### src/rtl/pipeline_hazard_ctrl.sv
// Hazard/forwarding controller: registered scoreboard of in-flight writers driving
// load-use stall, ID bubble, IF/ID flush and EX forwarding selects.
// Optional counters enabled by defining PIPELINE_HAZARD_STATS_EN.
`timescale 1ns/1ps

module pipeline_hazard_ctrl #(
  parameter int ADDR_W   = 5,
  parameter int STAGES   = 3,
  parameter int LOAD_LAT = 2,
  parameter int BR_STAGE = 2,
  parameter int SEL_W    = $clog2(STAGES + 1)
) (
  input  logic              clock,
  input  logic              reset,
  input  logic              id_valid,
  input  logic [ADDR_W-1:0] id_rs,
  input  logic [ADDR_W-1:0] id_rt,
  input  logic              id_use_rs,
  input  logic              id_use_rt,
  input  logic              id_reg_write,
  input  logic              id_mem_read,
  input  logic [ADDR_W-1:0] id_dest,
  input  logic              branch_taken,
  output logic              stall,
  output logic              bubble,
  output logic              flush_ifid,
  output logic [SEL_W-1:0]  fwd_a,
  output logic [SEL_W-1:0]  fwd_b,
  output logic [15:0]       stall_cycles,
  output logic [15:0]       flush_count
);

  typedef struct packed {
    logic              valid;
    logic              wr;
    logic              ld;
    logic [ADDR_W-1:0] dest;
  } sb_entry_t;

  generate
    if (STAGES < 1) begin : g_bad_stages
      $error("pipeline_hazard_ctrl: STAGES must be at least 1");
    end
    if (LOAD_LAT < 1 || LOAD_LAT > STAGES) begin : g_bad_load_lat
      $error("pipeline_hazard_ctrl: LOAD_LAT must be in 1..STAGES");
    end
    if (BR_STAGE < 1 || BR_STAGE > STAGES) begin : g_bad_br_stage
      $error("pipeline_hazard_ctrl: BR_STAGE must be in 1..STAGES");
    end
  endgenerate

  sb_entry_t        sb_q [1:STAGES];
  sb_entry_t        sb_d [1:STAGES];
  logic [SEL_W-1:0] sel_a, sel_b;
  logic             ld_a, ld_b;
  logic             haz_a, haz_b;

  // Scan oldest to youngest so the youngest matching writer overrides.
  always_comb begin : match_logic
    // NOTE: every always_comb output gets a default first; a path that leaves one unassigned infers a latch.
    sel_a = '0;
    sel_b = '0;
    ld_a  = 1'b0;
    ld_b  = 1'b0;
    for (int k = STAGES; k >= 1; k--) begin
      if (id_use_rs && (id_rs != '0) && sb_q[k].valid && sb_q[k].wr && (sb_q[k].dest == id_rs)) begin
        sel_a = SEL_W'(k);
        ld_a  = sb_q[k].ld;
      end
      if (id_use_rt && (id_rt != '0) && sb_q[k].valid && sb_q[k].wr && (sb_q[k].dest == id_rt)) begin
        sel_b = SEL_W'(k);
        ld_b  = sb_q[k].ld;
      end
    end
  end

  // A load still short of the stage that holds its data cannot be forwarded yet.
  assign haz_a = ld_a && (int'(sel_a) < LOAD_LAT);
  assign haz_b = ld_b && (int'(sel_b) < LOAD_LAT);

  assign stall      = id_valid && !branch_taken && (haz_a || haz_b);
  assign bubble     = stall || branch_taken;
  assign flush_ifid = branch_taken;
  assign fwd_a      = stall ? '0 : sel_a;
  assign fwd_b      = stall ? '0 : sel_b;

  always_comb begin : next_scoreboard
    for (int k = 1; k <= STAGES; k++) begin
      sb_d[k] = '0;
    end
    if (id_valid && !stall && !branch_taken) begin
      sb_d[1] = '{valid: 1'b1, wr: id_reg_write, ld: id_mem_read, dest: id_dest};
    end
    for (int k = 2; k <= STAGES; k++) begin
      sb_d[k] = sb_q[k-1];
    end
    // Slots up to the resolve stage would hold wrong-path instructions.
    if (branch_taken) begin
      for (int k = 1; k <= BR_STAGE; k++) begin
        sb_d[k].valid = 1'b0;
      end
    end
  end

  // NOTE: the scoreboard is a handful of flops whose valid bits gate all hazards, so it is cleared by reset, unlike a RAM.
  always_ff @(posedge clock or posedge reset) begin
    if (reset) begin
      for (int k = 1; k <= STAGES; k++) begin
        sb_q[k] <= '0;
      end
    end else begin
      // NOTE: state registers use non-blocking assignment so every stage shifts from pre-edge values.
      for (int k = 1; k <= STAGES; k++) begin
        sb_q[k] <= sb_d[k];
      end
    end
  end

`ifdef PIPELINE_HAZARD_STATS_EN
  logic [15:0] stall_cnt_q;
  logic [15:0] flush_cnt_q;

  // Saturating event counters.
  always_ff @(posedge clock or posedge reset) begin
    if (reset) begin
      stall_cnt_q <= '0;
      flush_cnt_q <= '0;
    end else begin
      if (stall && (stall_cnt_q != 16'hFFFF)) stall_cnt_q <= stall_cnt_q + 16'd1;
      if (branch_taken && (flush_cnt_q != 16'hFFFF)) flush_cnt_q <= flush_cnt_q + 16'd1;
    end
  end

  assign stall_cycles = stall_cnt_q;
  assign flush_count  = flush_cnt_q;
`else
  assign stall_cycles = '0;
  assign flush_count  = '0;
`endif

endmodule
### config.mk
export PLATFORM = sky130hd
export DESIGN_NAME = pipeline_hazard_ctrl
export DESIGN_NICKNAME = d
export VERILOG_FILES = /design/src/rtl/pipeline_hazard_ctrl.sv
export SDC_FILE = /design/constraint.sdc
export NUM_CORES = 1
export LEC_CHECK = 0
export BUFFER_PORTS_ARGS = -buffer_cell sky130_fd_sc_hd__clkbuf_2
export CORE_ASPECT_RATIO = 1.5
export CORE_MARGIN = 8
export CORE_UTILIZATION = 50
export DETAILED_ROUTE_END_ITERATION = 10
export GPL_ROUTABILITY_DRIVEN = 0
export PLACE_DENSITY = 0.85
export SYNTH_ARGS = -nofsm -noshare
export SYNTH_HDL_FRONTEND = slang
export SYNTH_SLANG_ARGS = --single-unit
export TNS_END_PERCENT = 100
### constraint.sdc
create_clock -name clock -period 5.4 [get_ports clock]
set_input_delay 1.08 -clock clock [delete_from_list [all_inputs] [get_ports clock]]
set_output_delay 1.08 -clock clock [all_outputs]
set_load 0.02 [all_outputs]
==> flow_metrics.env <==
export IMPL_grt_max_degree=23
export IMPL_crit_arrival_ns=2.65
export IMPL_hp_class="reg2reg"
export IMPL_cts_htree_levels=1
export IMPL_place_area_um2=1410
export IMPL_syn_avg_cell_area_um2=10.1
export IMPL_track_usage=0.125
export IMPL_whs_path_depth=0
export IMPL_coreArea_um2=2620
export IMPL_cts_repair_resized=0
export IMPL_tns_ns=0
export IMPL_mostFrequentLayoutCell="conb_1"
export IMPL_grt_use_met2=0.228
export IMPL_grt_setup_unrepaired="false"
export IMPL_worst_slack_ns=1.67
export IMPL_nets=189
export IMPL_dp_slack_ns=1.70
export IMPL_dp_cells=198
export IMPL_critPathCaptureType="primary output"
export IMPL_outcome="complete, no violations"
export IMPL_setup_viol=0
export IMPL_area_delta_synth_final_pct=7.93
export IMPL_grt_overflow=0
export IMPL_syn_inst=135
export IMPL_min_period_over_period=0.691
export IMPL_cts_setup_buffers=0
export IMPL_max_freq_mhz=268
export IMPL_antenna_found_initial=0
export IMPL_die_area_um2=4670
export IMPL_hold_buffers=0
export IMPL_grt_pass1_vias=1072
export IMPL_die_width_um=58.5
export IMPL_area_sequential_um2=551
export IMPL_io_buffers=29
export IMPL_start_util=0.518
export IMPL_p_total_uw=355
export IMPL_drtIter0Drc=54
export IMPL_ir_drop_uv=163
export IMPL_min_period_ns=3.73
export IMPL_synth_cell_types=20
export IMPL_finalNonFillerCells=202
export IMPL_busiest_layer="met2"
export IMPL_fillers=229
export IMPL_drv_slew=0
export IMPL_synth_area_um2=1360
export IMPL_cts_buffer_depth=2
export IMPL_yosysSeqAreaShare=0.406
export IMPL_cts_buffers=3
export IMPL_multiInputGateArea_um2=661
export IMPL_grt_util_met3=0.0274
export IMPL_ant_nets=0
export IMPL_first_pass_iters=4
export IMPL_vias=956
export IMPL_use_met1=0.121
export IMPL_viasPerCell=4.73
export IMPL_rows=23
export IMPL_drc_errors=0
export IMPL_cp_max_fo=5
export IMPL_wl_um=2870
export IMPL_most_common_layout_cells="conb_1, clkbuf_2, xnor2_1"
export IMPL_die_h_um=79.8
export IMPL_relSlewSlack=0.473
export IMPL_design_area_um2=1470
export IMPL_synth_seq_cells=22
export IMPL_maxCapViolCount=0
export IMPL_cts_root_buf="clkbuf_8"
export IMPL_grt_pass1_wl_um=4610
export IMPL_synth_warnings=0
export IMPL_cts_tree="done"
export IMPL_power_density_nw_per_um2=242
export IMPL_leakagePower_nw=0.696
export IMPL_skew_ns=0.00307
export IMPL_cts_sinks=22
export IMPL_antenna_cells=0
export IMPL_startpoint_type="primary input"
export IMPL_io_pins=62
export IMPL_clk_latency_ns=0.26
export IMPL_ff2ff_path_depth=5
export IMPL_worst_pin_slew_ns=0.790
export IMPL_layout_drive_gt1_share=0.212
export IMPL_wl_per_cell_um=14.2
export IMPL_crit_type="in2out"
export IMPL_clk_pin_slew_worst_paths_ns=0.07
export IMPL_required_ns=4.32
export IMPL_hold_viol=0
export IMPL_post_dp_hpwl_um=2470
==> worst max-delay path: stages <==
cell and delay, ns:
clkbuf_2 0.13, or4_1 0.57, o21ai_2 0.24, or4_1 0.21, a21oi_1 0.11, nor2_1 0.13
clkbuf_2 0.18
==> state kept, by name, indices dropped and copies added (netlist names) <==
name,count
sb_q,8
sb_d,14
==> cells in the mapped netlist <==
cell      number  area [um^2]
buf_4         34          255
xnor2_1       26          228
dfrtp_1       22          551
and2_1         8         50.1
nand4_1        6         37.5
or4_1          6         45.0
nand2_1        4         15.0
nor2_1         4         15.0
nor4_1         4         25.0
xor2_1         4         35.0
a21oi_1        3         15.0
inv_1          2         7.51
nand2b_1       2         12.5
nor3_1         2         10.0
o21ai_2        2         17.5
o22ai_1        2         12.5
and3b_1        1         8.76
conb_1         1         3.75
nor2b_1        1         6.26
o211ai_1       1         7.51
==> power by group <==
group	internal, mW	switching [mW]	total (mW)
logic	0.0214	0.0439	0.0653
registers	0.171	0.00547	0.177
clock network	0.0649	0.0480	0.113
==> worst paths after layout <==
path / start / to / slack (ns)
max in group asynchronous: reset / sb_d[3] / 3.96
min in group asynchronous: reset / sb_d[14] / 0.94
setup / recovery: id_rs[1] / fwd_b[0] / 1.67
hold / removal: sb_d[14] / sb_d[6] / 0.37
hold reg to reg: sb_d[14] / sb_d[6] / 0.37
setup reg to reg: sb_d[9] / sb_d[12] / 3.51
==> per-stage QoR <==
stage	util	hold WS (ns)
detailed placement	0.538	0.354
global placement	0.538	0.351
global route	0.559	0.393
floorplan	-	0.346
finish	0.559	0.375
CTS	0.559	0.372
==> layout make-up <==
type	count	area share
tap	37	0.0316
inverter	2	0.00512
timing repair buffer	29	0.0991
sequential	22	0.376
clock buffer	4	0.0376
multi-input combinational	108	0.451
==> cell families (layout without fill, tap and decap cells) <==
| logic type | after synthesis | count (layout) | share of synthesized area |
|---|---|---|---|
| compound gates | 8 | 8 | 0.0387 |
| xor+xnor | 30 | 30 | 0.194 |
| buf+inv | 36 | 35 | 0.194 |
| flops | 22 | 22 | 0.406 |
| other cells | 1 | 32 | 0.00276 |
| simple gates | 38 | 38 | 0.166 |
==> layer usage <==
| layer | wire (um) | share of wire | up-vias |
|---|---|---|---|
| li1 | - | - | 446 |
| met1 | 973 | 0.34 | 454 |
| met2 | 1580 | 0.55 | 52 |
| met3 | 279 | 0.097 | 4 |
| met4 | 41 | 0.014 | 0 |
| met5 | 0 | 0 | - |
Power figures use the tool's default switching activity.
